[config.mk]
export PLATFORM = sky130hd
export DESIGN_NAME = ethernet_axil_initiator
export DESIGN_NICKNAME = d
export VERILOG_FILES = /design/src/rtl/ethernet_axil_initiator.sv
export SDC_FILE = /design/constraint.sdc
export NUM_CORES = 1
export LEC_CHECK = 0
export BUFFER_PORTS_ARGS = -buffer_cell sky130_fd_sc_hd__clkbuf_2
export CORE_MARGIN = 1
export CORE_UTILIZATION = 48
export CTS_CLUSTER_DIAMETER = 80
export DETAILED_ROUTE_END_ITERATION = 12
export GPL_TIMING_DRIVEN = 0
export PLACE_DENSITY = 0.95
export SLEW_MARGIN = 30
export SYNTH_ARGS = -nofsm -noshare
export SYNTH_HDL_FRONTEND = slang
export SYNTH_SLANG_ARGS = --single-unit
[constraint.sdc]
create_clock -name clk_i -period 5.4 [get_ports clk_i]
set_input_delay 0.27 -clock clk_i [delete_from_list [all_inputs] [get_ports clk_i]]
set_output_delay 0.27 -clock clk_i [all_outputs]
set_load 0.02 [all_outputs]
[src/rtl/ethernet_axil_initiator.sv]
`timescale 1ns/1ps
// ethernet_axil_initiator
//
// Purpose:
//   AXI4-Lite manager that converts a valid/ready request stream
//   (address, write data, write flag, byte mask) into single AXI4-Lite
//   read or write transactions. It returns read data (or write
//   acknowledgements) on a valid/ready response stream. Only one
//   transaction is ever outstanding. This is the host-side counterpart of
//   the Ethernet controller's AXI4-Lite register port.
//
// Configuration macro:
//   ETHERNET_AXIL_INITIATOR_WACK_EN
//     defined   : every write returns one response beat
//                 (data_o = 0, err_o = |bresp).
//     undefined : writes retire silently. Only reads produce response beats,
//                 and a write bresp error is discarded.
//
// Ports:
//   clk_i, reset_i                  clock, asynchronous active-high reset
//   addr_i/data_i/w_i/wmask_i       request fields
//   v_i / ready_and_o               request handshake
//   data_o/err_o                    response payload (held while v_o)
//   v_o / ready_and_i               response handshake
//   m_axil_aw*, m_axil_w*, m_axil_b*, m_axil_ar*, m_axil_r*
//                                   AXI4-Lite manager channels (prot = 0)
//
// Every AXI valid/ready and every response output comes straight from a
// flop. The flops are loaded from the next-state decode, so a channel
// asserts in the first cycle of its state. It deasserts on the clock edge
// of its own handshake.

module ethernet_axil_initiator #(
    parameter int axil_data_width_p = 32,
    parameter int axil_addr_width_p = 32,
    localparam int axil_mask_width_lp = axil_data_width_p >> 3
) (
    input  logic                          clk_i,
    input  logic                          reset_i,

    // request stream
    input  logic [axil_addr_width_p-1:0]  addr_i,
    input  logic [axil_data_width_p-1:0]  data_i,
    input  logic                          w_i,
    input  logic [axil_mask_width_lp-1:0] wmask_i,
    input  logic                          v_i,
    output logic                          ready_and_o,

    // response stream
    output logic [axil_data_width_p-1:0]  data_o,
    output logic                          err_o,
    output logic                          v_o,
    input  logic                          ready_and_i,

    // AXI4-Lite write address channel
    output logic [axil_addr_width_p-1:0]  m_axil_awaddr_o,
    output logic [2:0]                    m_axil_awprot_o,
    output logic                          m_axil_awvalid_o,
    input  logic                          m_axil_awready_i,

    // AXI4-Lite write data channel
    output logic [axil_data_width_p-1:0]  m_axil_wdata_o,
    output logic [axil_mask_width_lp-1:0] m_axil_wstrb_o,
    output logic                          m_axil_wvalid_o,
    input  logic                          m_axil_wready_i,

    // AXI4-Lite write response channel
    input  logic [1:0]                    m_axil_bresp_i,
    input  logic                          m_axil_bvalid_i,
    output logic                          m_axil_bready_o,

    // AXI4-Lite read address channel
    output logic [axil_addr_width_p-1:0]  m_axil_araddr_o,
    output logic [2:0]                    m_axil_arprot_o,
    output logic                          m_axil_arvalid_o,
    input  logic                          m_axil_arready_i,

    // AXI4-Lite read data channel
    input  logic [axil_data_width_p-1:0]  m_axil_rdata_i,
    input  logic [1:0]                    m_axil_rresp_i,
    input  logic                          m_axil_rvalid_i,
    output logic                          m_axil_rready_o
);

    typedef enum logic [2:0] {
        IDLE  = 3'd0,
        WRITE = 3'd1,
        WRESP = 3'd2,
        READ  = 3'd3,
        RDATA = 3'd4,
        RESP  = 3'd5
    } state_e;

    state_e state_r;
    state_e state_next_s;

    // per-channel completion flags while in WRITE
    logic aw_done_r;
    logic w_done_r;
    logic aw_done_next_s;
    logic w_done_next_s;

    // registered handshake outputs
    logic ready_r;
    logic awvalid_r;
    logic wvalid_r;
    logic bready_r;
    logic arvalid_r;
    logic rready_r;
    logic v_r;

    // captured request
    logic [axil_addr_width_p-1:0]  addr_r;
    logic [axil_data_width_p-1:0]  wdata_r;
    logic [axil_mask_width_lp-1:0] wstrb_r;

    // captured response
    logic [axil_data_width_p-1:0]  data_r;
    logic                          err_r;

    // handshake strobes
    logic req_hs_s;
    logic resp_hs_s;
    logic aw_hs_s;
    logic w_hs_s;
    logic b_hs_s;
    logic ar_hs_s;
    logic r_hs_s;

    // capture enables from the next-state decode
    logic capture_req_s;
    logic capture_r_s;
`ifdef ETHERNET_AXIL_INITIATOR_WACK_EN
    logic capture_b_s;
`else
    // The write response code has no destination when write acks are off.
    logic unused_bresp_s;
    assign unused_bresp_s = ^m_axil_bresp_i;
`endif

    assign req_hs_s  = v_i & ready_r;
    assign resp_hs_s = v_r & ready_and_i;
    assign aw_hs_s   = awvalid_r & m_axil_awready_i;
    assign w_hs_s    = wvalid_r & m_axil_wready_i;
    assign b_hs_s    = bready_r & m_axil_bvalid_i;
    assign ar_hs_s   = arvalid_r & m_axil_arready_i;
    assign r_hs_s    = rready_r & m_axil_rvalid_i;

    // Next-state and capture-enable decode for the transaction sequencer.
    always_comb begin
        state_next_s   = state_r;
        aw_done_next_s = aw_done_r;
        w_done_next_s  = w_done_r;
        capture_req_s  = 1'b0;
        capture_r_s    = 1'b0;
`ifdef ETHERNET_AXIL_INITIATOR_WACK_EN
        capture_b_s    = 1'b0;
`endif
        case (state_r)
            IDLE: begin
                if (req_hs_s) begin
                    capture_req_s = 1'b1;
                    if (w_i) begin
                        state_next_s = WRITE;
                    end else begin
                        state_next_s = READ;
                    end
                end else begin
                    state_next_s = IDLE;
                end
            end
            WRITE: begin
                // AW and W retire independently. Leave once both have
                // retired, whether in the same cycle or not.
                aw_done_next_s = aw_done_r | aw_hs_s;
                w_done_next_s  = w_done_r | w_hs_s;
                if (aw_done_next_s && w_done_next_s) begin
                    state_next_s   = WRESP;
                    aw_done_next_s = 1'b0;
                    w_done_next_s  = 1'b0;
                end else begin
                    state_next_s = WRITE;
                end
            end
            WRESP: begin
                if (b_hs_s) begin
`ifdef ETHERNET_AXIL_INITIATOR_WACK_EN
                    capture_b_s  = 1'b1;
                    state_next_s = RESP;
`else
                    state_next_s = IDLE;
`endif
                end else begin
                    state_next_s = WRESP;
                end
            end
            READ: begin
                if (ar_hs_s) begin
                    state_next_s = RDATA;
                end else begin
                    state_next_s = READ;
                end
            end
            RDATA: begin
                if (r_hs_s) begin
                    capture_r_s  = 1'b1;
                    state_next_s = RESP;
                end else begin
                    state_next_s = RDATA;
                end
            end
            RESP: begin
                if (resp_hs_s) begin
                    state_next_s = IDLE;
                end else begin
                    state_next_s = RESP;
                end
            end
            default: begin
                state_next_s   = IDLE;
                aw_done_next_s = 1'b0;
                w_done_next_s  = 1'b0;
            end
        endcase
    end

    // State register and write-channel completion flags.
    always_ff @(posedge clk_i or posedge reset_i) begin
        if (reset_i) begin
            state_r   <= IDLE;
            aw_done_r <= 1'b0;
            w_done_r  <= 1'b0;
        end else begin
            state_r   <= state_next_s;
            aw_done_r <= aw_done_next_s;
            w_done_r  <= w_done_next_s;
        end
    end

    // Handshake outputs are registered from the next state. Each one is
    // therefore live in the first cycle of its state, with no decode glitches.
    always_ff @(posedge clk_i or posedge reset_i) begin
        if (reset_i) begin
            ready_r   <= 1'b0;
            awvalid_r <= 1'b0;
            wvalid_r  <= 1'b0;
            bready_r  <= 1'b0;
            arvalid_r <= 1'b0;
            rready_r  <= 1'b0;
            v_r       <= 1'b0;
        end else begin
            ready_r   <= (state_next_s == IDLE);
            awvalid_r <= (state_next_s == WRITE) & ~aw_done_next_s;
            wvalid_r  <= (state_next_s == WRITE) & ~w_done_next_s;
            bready_r  <= (state_next_s == WRESP);
            arvalid_r <= (state_next_s == READ);
            rready_r  <= (state_next_s == RDATA);
            v_r       <= (state_next_s == RESP);
        end
    end

    // Request capture. The fields stay frozen until the next accepted
    // request, so address, data and strobe hold steady while any valid is up.
    always_ff @(posedge clk_i or posedge reset_i) begin
        if (reset_i) begin
            addr_r  <= {axil_addr_width_p{1'b0}};
            wdata_r <= {axil_data_width_p{1'b0}};
            wstrb_r <= {axil_mask_width_lp{1'b0}};
        end else if (capture_req_s) begin
            addr_r  <= addr_i;
            wdata_r <= data_i;
            wstrb_r <= wmask_i;
        end
    end

    // Response capture. It holds through any amount of response backpressure.
    always_ff @(posedge clk_i or posedge reset_i) begin
        if (reset_i) begin
            data_r <= {axil_data_width_p{1'b0}};
            err_r  <= 1'b0;
        end else if (capture_r_s) begin
            data_r <= m_axil_rdata_i;
            err_r  <= |m_axil_rresp_i;
        end
`ifdef ETHERNET_AXIL_INITIATOR_WACK_EN
        else if (capture_b_s) begin
            data_r <= {axil_data_width_p{1'b0}};
            err_r  <= |m_axil_bresp_i;
        end
`endif
    end

    assign ready_and_o      = ready_r;
    assign data_o           = data_r;
    assign err_o            = err_r;
    assign v_o              = v_r;

    assign m_axil_awaddr_o  = addr_r;
    assign m_axil_awprot_o  = 3'b000;
    assign m_axil_awvalid_o = awvalid_r;

    assign m_axil_wdata_o   = wdata_r;
    assign m_axil_wstrb_o   = wstrb_r;
    assign m_axil_wvalid_o  = wvalid_r;

    assign m_axil_bready_o  = bready_r;

    assign m_axil_araddr_o  = addr_r;
    assign m_axil_arprot_o  = 3'b000;
    assign m_axil_arvalid_o = arvalid_r;

    assign m_axil_rready_o  = rready_r;

endmodule

==> flow_metrics.env <==
export IMPL_combinationalPowerShare_pct=42.4
export IMPL_min_period_ns=1.87
export IMPL_final_hold_viol_count=0
export IMPL_setup_viol=0
export IMPL_synth_cells=452
export IMPL_power_switching_mw=1.66
export IMPL_drv_cap=0
export IMPL_netlist_area_um2=4820
export IMPL_grt_pass1_vias=5091
export IMPL_postRouteAntennaNets=0
export IMPL_rows=36
export IMPL_end_kind="register"
export IMPL_ys_seq_elements=113
export IMPL_grt_max_degree=62
export IMPL_timing_worst_setup_path_type="reg2reg"
export IMPL_slew_limit_headroom_pct=62.9
export IMPL_die_width_um=102
export IMPL_cts_sinks=113
export IMPL_hold_path_class="in2reg"
export IMPL_yosysSeqAreaShare_pct=58.6
export IMPL_synth_top_flop_cell="dfrtp_1"
export IMPL_cts_tree="yes"
export IMPL_fill_cells=532
export IMPL_place_gp_congestion=0.840
export IMPL_grt_first_pass_wirelength_um=24900
export IMPL_cp_arrival_ns=2.23
export IMPL_fin_crit_sh_pct=34.6
export IMPL_gr_total_overflow=0
export IMPL_synth_edf_count=0
export IMPL_vias_per_cell=4.94
export IMPL_path_clk_slew_ns=0.06
export IMPL_ff_latch_area_um2=2830
export IMPL_skew_ns=0.0147
export IMPL_synth_xor_area_share_pct=0
export IMPL_post_cts_buffers=0
export IMPL_area_growth_synth_to_final_pct=60.4
export IMPL_fp_dieArea_um2=10500
export IMPL_first_pass_iters=4
export IMPL_grt_usage_pct=32.5
export IMPL_synth_compound_area_share_pct=2.54
export IMPL_required_ns=5.77
export IMPL_power_density_nw_per_um2=521
export IMPL_ys_warn_count=0
export IMPL_p_int_mw=2.37
export IMPL_pwr_share_seq_pct=32.9
export IMPL_outcome="complete, no violations"
export IMPL_placed_cell_area_um2=6300
export IMPL_avgSynthCellArea_um2=10.7
export IMPL_synth_simple_gate_area_share_pct=19.6
export IMPL_grt_setup_unrepaired="no"
export IMPL_wl_um=16300
export IMPL_coreArea_um2=9770
export IMPL_peakVddDrop_mv=0.258
export IMPL_insertion_delay_ns=0.50
export IMPL_synthArstFlopShare_pct=100
export IMPL_setup_tns_ns=0
export IMPL_drc=0
export IMPL_synth_adder_area_share_pct=0
export IMPL_finish_instance_area_um2=7740
export IMPL_synth_mux_area_share_pct=9.57
export IMPL_hpwlAfterDp_um=9120
export IMPL_slew_violations=0
export IMPL_io_pins=260
export IMPL_p_sw_share_pct=41.2
export IMPL_final_cell_mix="251 x clkbuf_2, 206 x nand2_1, 113 x dfrtp_1"
export IMPL_post_route_util_pct=79.2
export IMPL_max_freq_ghz=0.536
export IMPL_antenna_found_initial=1
export IMPL_fin_nets=933
export IMPL_post_drt_wl_per_cell_um=16.9
export IMPL_critPathMaxFanout=10
export IMPL_cts_htree_levels=4
export IMPL_numCtsBuffers=17
export IMPL_port_buffers=251
export IMPL_leakage_nw=4.41
export IMPL_clockPowerShare_pct=24.7
export IMPL_tightest_slew_ns=0.556
export IMPL_clockRootBuffer="clkbuf_8"
export IMPL_cts_buffer_depth=2
export IMPL_layout_commonest_cell="clkbuf_2"
export IMPL_cp_start_kind="register"
export IMPL_initial_core_util_pct=49.3
export IMPL_synth_top_family_by_area="simple AND/OR/NAND/NOR gates"
export IMPL_final_cells=965
export IMPL_via_count=4767
export IMPL_initialDrtViolationCount=147
export IMPL_multiInputGateArea_um2=1550
export IMPL_die_h_um=102
export IMPL_reg2reg_setup_slack_ns=3.53
export IMPL_dp_cells=842
export IMPL_synthDistinctLibCells=32
export IMPL_drive_gt1_share_pct=45.0
[critical path: stages, from the launching register on]
cell and delay [ns]:
dfrtp_1 0.48, nor4b_4 0.38, nand2_2 0.20, buf_2 0.24, buf_2 0.21, nand2_1 0.11, nand2_1 0.10
[cell families (layout without fill, tap and decap cells)]
group	after synthesis	in the layout
other	1	7
AND/OR/NAND/NOR	227	227
flip-flops	113	113
buffers and inverters	62	436
multiplexers	32	32
AO/OA/AOI/OAI	17	17
[sequential cells by signal (all words and copies together) (netlist names)]
register          count
data_o               32
ready_and_o           1
aw_done_r             1
m_axil_araddr_o      32
m_axil_rready_o       1
w_done_r              1
v_o                   1
m_axil_wdata_o       32
err_o                 1
state_r               3
m_axil_awvalid_o      1
m_axil_bready_o       1
m_axil_arvalid_o      1
m_axil_wvalid_o       1
m_axil_wstrb_o        4
[final timing paths]
path	startpoint	to	depth (start not counted)
worst max-delay path	state_r[0]$_DFF_PP0_	m_axil_wdata_o[3]$_DFFE_PP0P_	6
worst min-delay path	m_axil_rdata_i[8]	data_o[8]$_DFFE_PP0P_	2
worst max register to register	state_r[0]$_DFF_PP0_	m_axil_wdata_o[3]$_DFFE_PP0P_	6
worst min register to register	m_axil_wdata_o[29]$_DFFE_PP0P_	m_axil_wdata_o[29]$_DFFE_PP0P_	2
max in group asynchronous	reset_i	m_axil_wdata_o[27]$_DFFE_PP0P_	4
min in group asynchronous	reset_i	m_axil_wstrb_o[3]$_DFFE_PP0P_	3
[final cells by class]
class                   instances  share of cell area (%)
clock buffers                  20                    5.63
multi-input cells             282                    20.1
diodes                          1                  0.0323
plain buffers                  59                    5.84
well taps                     133                    2.15
flip-flops and latches        113                    36.5
repair buffers                343                    28.4
clock inverters                11                    1.18
inverters                       3                   0.210
[cells in the mapped netlist, drive strengths merged, types with 2 or more instances]
library cell	number	area, um^2
nor2	4	15.0
a21oi	4	20.0
dfrtp	113	2830
a22oi	2	15.0
clkbuf	4	15.0
o2bb2ai	2	17.5
inv	3	11.3
and2	2	12.5
a21o	2	15.0
nor2b	3	26.3
nor3b	3	22.5
buf	55	437
a32oi	3	26.3
nand3	3	15.0
nand2	207	780
mux2	32	462
[per-layer routing]
layer	vias to the layer above	global-route usage (%)	share of wire (%)	routed length (um)
met5	-	0	0	0
met4	0	21.6	4.8	776
met3	86	13.7	7.7	1250
met2	303	55.1	52	8550
met1	2248	32.6	35	5730
li1	2130	-	-	-
[power by group through the flow]
stage,registers (mW),clock network [mW],logic [mW]
6_report,1.32,0.994,1.71
5_1_grt,1.35,1.05,1.85
4_1_cts,1.30,1.01,1.64
3_5_place_dp,1.31,0,1.58
3_3_place_gp,1.29,0,1.53
2_1_floorplan,1.59,0,0.737
[repair_timing]
item | CTS | global route
hold endpoints to repair | 148 | 2
hold buffers | 89 | 2
resized for setup | 0 | 0
[through the flow]
step	hold WS (ns)	setup slack, ns	total power, mW
final	0.0113	3.53	4.03
after global routing	0.00308	3.44	4.26
after CTS	0.000558	3.60	3.95
after detailed placement	0.365	3.64	2.89
after global placement	0.457	1.03	2.82
after floorplan	0.375	2.14	2.32
No activity file was read; power rests on OpenSTA's default activity.
